===== config.mk =====
export PLATFORM = sky130hd
export DESIGN_NAME = edge_gen
export DESIGN_NICKNAME = d
export VERILOG_FILES = /design/src/rtl/edge_gen.sv
export SDC_FILE = /design/constraint.sdc
export NUM_CORES = 1
export LEC_CHECK = 0
export ABC_AREA = 1
export CAP_MARGIN = 25
export CORE_MARGIN = 5
export CORE_UTILIZATION = 54
export CTS_BUF_LIST = sky130_fd_sc_hd__clkbuf_8 sky130_fd_sc_hd__clkbuf_16
export CTS_CLUSTER_DIAMETER = 50
export DETAILED_ROUTE_END_ITERATION = 10
export PLACE_DENSITY = 0.75
export SETUP_SLACK_MARGIN = 0.4
export SLEW_MARGIN = 15
export SYNTH_ARGS = -nofsm -noshare
export SYNTH_HDL_FRONTEND = slang
export SYNTH_SLANG_ARGS = --single-unit

===== constraint.sdc =====
create_clock -name clk -period 2.1 [get_ports clk]
set_clock_uncertainty 0.2 [all_clocks]
set_input_delay 0.42 -clock clk [delete_from_list [all_inputs] [get_ports clk]]
set_output_delay 0.42 -clock clk [all_outputs]
set_load 0.02 [all_outputs]

===== src/rtl/edge_gen.sv =====
// Programmable pulse-train generator: high/low phase lengths and period count.
// Define EDGE_GEN_CONT_EN to make num=0 start an endless train.
module edge_gen #(
  parameter int LEN_W = 8,
  parameter int CNT_W = 8
) (
  input  logic             clk,
  input  logic             rst,
  input  logic             start,
  output logic             ready,
  input  logic [LEN_W-1:0] high_len,
  input  logic [LEN_W-1:0] low_len,
  input  logic [CNT_W-1:0] num,
  input  logic             stop,
  output logic             wave,
  output logic             rise,
  output logic             down,
  output logic             busy,
  output logic             done
);

  typedef enum logic [1:0] {
    IDLE,
    HIGH,
    LOW
  } state_e;

  state_e           state_q, state_d;
  logic             wave_q, wave_d;
  logic             rise_q, rise_d;
  logic             down_q, down_d;
  logic             busy_q, busy_d;
  logic             done_q, done_d;
  logic             ready_q, ready_d;
  logic [LEN_W-1:0] hl_q, hl_d;
  logic [LEN_W-1:0] ll_q, ll_d;
  logic [LEN_W-1:0] ph_q, ph_d;
  logic [CNT_W-1:0] per_q, per_d;
  logic [LEN_W-1:0] hl_in, ll_in;
  logic             launch;
  logic             more;
`ifdef EDGE_GEN_CONT_EN
  logic             cont_q, cont_d;
`endif

  // zero-length phases still last one cycle
  assign hl_in = (high_len == '0) ? LEN_W'(1) : high_len;
  assign ll_in = (low_len == '0) ? LEN_W'(1) : low_len;

`ifdef EDGE_GEN_CONT_EN
  assign launch = 1'b1;
  assign more   = cont_q || (per_q > CNT_W'(1));
`else
  assign launch = (num != '0);
  assign more   = (per_q > CNT_W'(1));
`endif

  always_comb begin
    state_d = state_q;
    wave_d  = wave_q;
    rise_d  = 1'b0;
    down_d  = 1'b0;
    done_d  = 1'b0;
    hl_d    = hl_q;
    ll_d    = ll_q;
    ph_d    = ph_q;
    per_d   = per_q;
`ifdef EDGE_GEN_CONT_EN
    cont_d  = cont_q;
`endif
    unique case (state_q)
      IDLE: begin
        wave_d = 1'b0;
        if (start && ready_q) begin
          hl_d  = hl_in;
          ll_d  = ll_in;
          per_d = num;
`ifdef EDGE_GEN_CONT_EN
          cont_d = (num == '0);
`endif
          if (launch) begin
            state_d = HIGH;
            wave_d  = 1'b1;
            rise_d  = 1'b1;
            ph_d    = hl_in - LEN_W'(1);
          end else begin
            done_d = 1'b1;
          end
        end
      end
      HIGH: begin
        if (stop) begin
          state_d = IDLE;
          wave_d  = 1'b0;
          done_d  = 1'b1;
          down_d  = wave_q;
        end else if (ph_q == '0) begin
          state_d = LOW;
          wave_d  = 1'b0;
          down_d  = 1'b1;
          ph_d    = ll_q - LEN_W'(1);
        end else begin
          ph_d = ph_q - LEN_W'(1);
        end
      end
      LOW: begin
        if (stop) begin
          state_d = IDLE;
          wave_d  = 1'b0;
          done_d  = 1'b1;
          down_d  = wave_q;
        end else if (ph_q == '0) begin
          if (per_q != '0) per_d = per_q - CNT_W'(1);
          if (more) begin
            state_d = HIGH;
            wave_d  = 1'b1;
            rise_d  = 1'b1;
            ph_d    = hl_q - LEN_W'(1);
          end else begin
            state_d = IDLE;
            done_d  = 1'b1;
          end
        end else begin
          ph_d = ph_q - LEN_W'(1);
        end
      end
      default: begin
        state_d = IDLE;
        wave_d  = 1'b0;
      end
    endcase
    busy_d  = (state_d != IDLE);
    ready_d = (state_d == IDLE);
  end

  always_ff @(posedge clk) begin
    if (rst) begin
      state_q <= IDLE;
      wave_q  <= 1'b0;
      rise_q  <= 1'b0;
      down_q  <= 1'b0;
      busy_q  <= 1'b0;
      done_q  <= 1'b0;
      ready_q <= 1'b1;
      hl_q    <= '0;
      ll_q    <= '0;
      ph_q    <= '0;
      per_q   <= '0;
`ifdef EDGE_GEN_CONT_EN
      cont_q  <= 1'b0;
`endif
    end else begin
      state_q <= state_d;
      wave_q  <= wave_d;
      rise_q  <= rise_d;
      down_q  <= down_d;
      busy_q  <= busy_d;
      done_q  <= done_d;
      ready_q <= ready_d;
      hl_q    <= hl_d;
      ll_q    <= ll_d;
      ph_q    <= ph_d;
      per_q   <= per_d;
`ifdef EDGE_GEN_CONT_EN
      cont_q  <= cont_d;
`endif
    end
  end

  assign wave  = wave_q;
  assign rise  = rise_q;
  assign down  = down_q;
  assign busy  = busy_q;
  assign done  = done_q;
  assign ready = ready_q;

endmodule


==> summary.txt <==
STA
  – Max-slew headroom: 75.6%
  – Final Critical Period: 1.97 ns
  – Setup_tns: 0 ns
  – Worst-Margin Slew: 0.364 ns
  – Final-report hold violation count: 0
  – Maximum clock rate: 0.508 GHz
  – Finish-stage setup viols: 0
  – RSZ-0062 raised after global routing: yes
  – Final Cycle Share: 93.8%
  – Fin. max-slew vios: 0

Global route
  – All-Layer GR Usage: 30.0%
  – Largest net degree at the start of global routing: 34
  – First-pass GRT wire length: 15.4 mm
  – GRT Residual Overflow: 0
  – Initial antenna violation count: 0
  – Vias in the first global route: 3,394

Floorplanning
  – # IOs: 34
  – Core Rows: 26
  – Area of the core: 5040 µm²
  – Die X: 81.6 µm
  – Die ar.: 6650 µm²
  – Die Y: 81.6 µm
  – Starting Density: a little over half

Worst setup path
  – R2R setup slack: roughly 0.14 ns
  – R2r worst-path depth: 9
  – Setup crit start kind: input pin
  – CP endpoint kind: flip-flop
  – FF-to-FF End: per_q[5]
  – Worst setup path class: input pin to flip-flop
  – Worst R2R Start: state_q[0]
  – Worst path arrival time: 2.01 ns
  – CP required: 2.14 ns
  – Worst Path Max Fanout: 5

Layout
  – Nets: just under 600
  – ANT cells: 0
  – Most common cell after layout, fill and taps aside: nand2_1
  – Leading cell types in the layout, fill and taps excluded: 67 x nand2_1, 49 x buf_4, 47 x inv_1
  – Design area: 4360 µm²
  – Share of layout cells above drive strength 1: 41.6%
  – Area Overhead vs Synth: 57.6%

Logic synthesis
  – Cell count after synthesis: 447
  – Netlist cell types: 36
  – Area contributors post-synth: dfxtp_1 29%, nand2_1 12%, inv_1 9.2%
  – Simple-gate share of the synthesized area: between 30% and 40%
  – Post-synthesis sequential area ratio: 29.0%
  – Share of the synthesized area in the top cell type: 29.0%
  – Synth Warn #: 0
  – EDFF count, synth: 0
  – Mean post-synth cell area: between 6 and 7 µm²
  – Syn_nets: 487
  – Combinational family with the most area after synthesis: simple AND/OR/NAND/NOR gates
  – Synthesis-stage register bit count: 40
  – Adder-cell share of the synthesized area: 5.43%
  – Xor/xnor cell area share of the yosys netlist: 0.950%
  – Syn Std Cell Area: 2770 µm²
  – Compound-gate portion of the synthesized area: between 20% and 30%
  – Mux share of post-synthesis cell area: 0%
  – Async S/R FF share, synth: 0%
  – Post-synth top area cell: dfxtp_1
  – Synth Flop Type: dfxtp_1

Routing
  – Vias/cell: 6.00
  – Drt total wl: 11.3 mm
  – DR iter-0 viols: 503
  – Antenna Violating Nets Remaining: 0
  – Vias: 3,651
  – Routed len/inst: 18.5 µm
  – Initial DRT Pass Iterations: 8
  – Post-route DRC violation count: 0

Clock tree
  – Worst-path clk slew: 0.09 ns
  – Worst skew pair latency: about 0.30 ns
  – Cts hold-fix bufs: 0
  – Clock root buffer: clkbuf_8
  – CTS Buf Count: 5
  – CTS tree: yes
  – Clk buf depth: 2
  – CTS H-tree lvls: 2
  – Clock sink count: 40

Placed design
  – Port bufs: 33
  – Gpl congestion: 0.966
  – Placed wire-length estimate: 5.76 mm
  – Post-DP Area: 3400 µm²

Outcome
  – Outcome: complete, no violations

Min path
  – Hold Path Depth: 2
  – Worst hold path startpoint: hl_q[7]
  – Worst Hold End: hl_q[7]
  – Worst min path class: flip-flop to flip-flop

Power and ir drop
  – VDD IR max: 0.534 mV
  – Total power draw: 0.00366 W
  – Leakage power total: 1.95 nW
  – PD cells: 839 nW/µm²

Run
  – Max-cap viol count: 0
[per-layer routing]
metal | wire length (µm) | track usage [%] | up-vias | share of wire (%)
li1 | - | - | 1635 | -
met1 | 4110 | 32.0 | 1702 | 36
met2 | 5540 | 54.8 | 222 | 49
met3 | 779 | 4.82 | 92 | 6.9
met4 | 856 | 18.8 | 0 | 7.6
met5 | 0 | 0 | - | 0
[timing repair]
item	4_1_cts	5_1_grt
pin swaps	45	31
setup endpoints to repair	29	24
setup buffers	24	9
resized for setup	121	87
gates cloned	1	0
[report_power, final]
group	switching (W)	leakage (nW)	internal, W
combinational	0.00120	1.57	0.000879
clock	0.000292	0.0486	0.000263
sequential	0.000135	0.336	0.000884
[worst max path at each step]
stage | start | to | slack, ns | cells past startpoint
6_report | num[6] | ph_q[7] | 0.13 | 12
5_1_grt | ph_q[3] | ph_q[7] | 0.07 | 12
4_1_cts | ph_q[1] | ph_q[7] | 0.30 | 13
3_5_place_dp | high_len[2] | ph_q[6] | -0.17 | 15
3_3_place_gp | high_len[2] | ph_q[6] | -0.11 | 15
2_1_floorplan | state_q[0] | per_q[6] | 0.38 | 11
[synth_stat cells, drive strengths merged, types with 2 or more instances]
cell type  number
a211oi          2
nor3            4
buf             7
nor4            2
clkinv          2
or2             5
xnor2           2
a21oi          47
clkbuf          7
inv            68
dfxtp          40
nand2          92
ha             12
o21ai          51
nor2           52
nand3          42
nand4           3
a31oi           2
[cells by family (layout without fill, tap and decap cells)]
group                    count (synthesis)  count (layout)
AO/OA/AOI/OAI                          107             107
XOR/XNOR                                 3               3
adder cells (fa/ha/maj)                 12              12
buffers and inverters                   84             176
flip-flops                              40              40
AND/OR/NAND/NOR                        201             201
[worst max-delay path: stages]
cell	delay, ns
clkdlybuf4s50_1	0.48
inv_2	0.06
nand3_4	0.09
nor2_2	0.05
nand2_2	0.08
nand2_2	0.09
nor2_4	0.24
buf_6	0.16
nor2_2	0.04
nor2_1	0.13
nand2_1	0.09
inv_1	0.07
[flip-flops by register name, summed over array words and instances (netlist names)]
register / cells
busy: 1
done: 1
down: 1
hl_q: 8
ll_q: 8
per_q: 8
ph_q: 8
ready: 1
rise: 1
state_q: 2
wave: 1
[stage by stage]
step                util [%]  hold slack (ns)  setup WS, ns  std cells
global placement        67.4            0.258        -0.113        567
detailed placement      67.4            0.271        -0.165        567
CTS                     79.0            0.284         0.300        600
finish                  86.4            0.285         0.131        609
floorplan                  -            0.243         0.376        447
global route            86.4            0.309        0.0743        609
[layout make-up]
type                            count  area [µm²]
Clock buffer                        6        82.6
Tap cell                           70        87.6
Inverter                           70         292
Clock inverter                      2        11.3
Timing Repair Buffer               98         895
Fill cell                         250         686
Multi-Input combinational cell    323        2160
Sequential cell                    40         825
No activity file was read; power rests on OpenSTA's default activity.
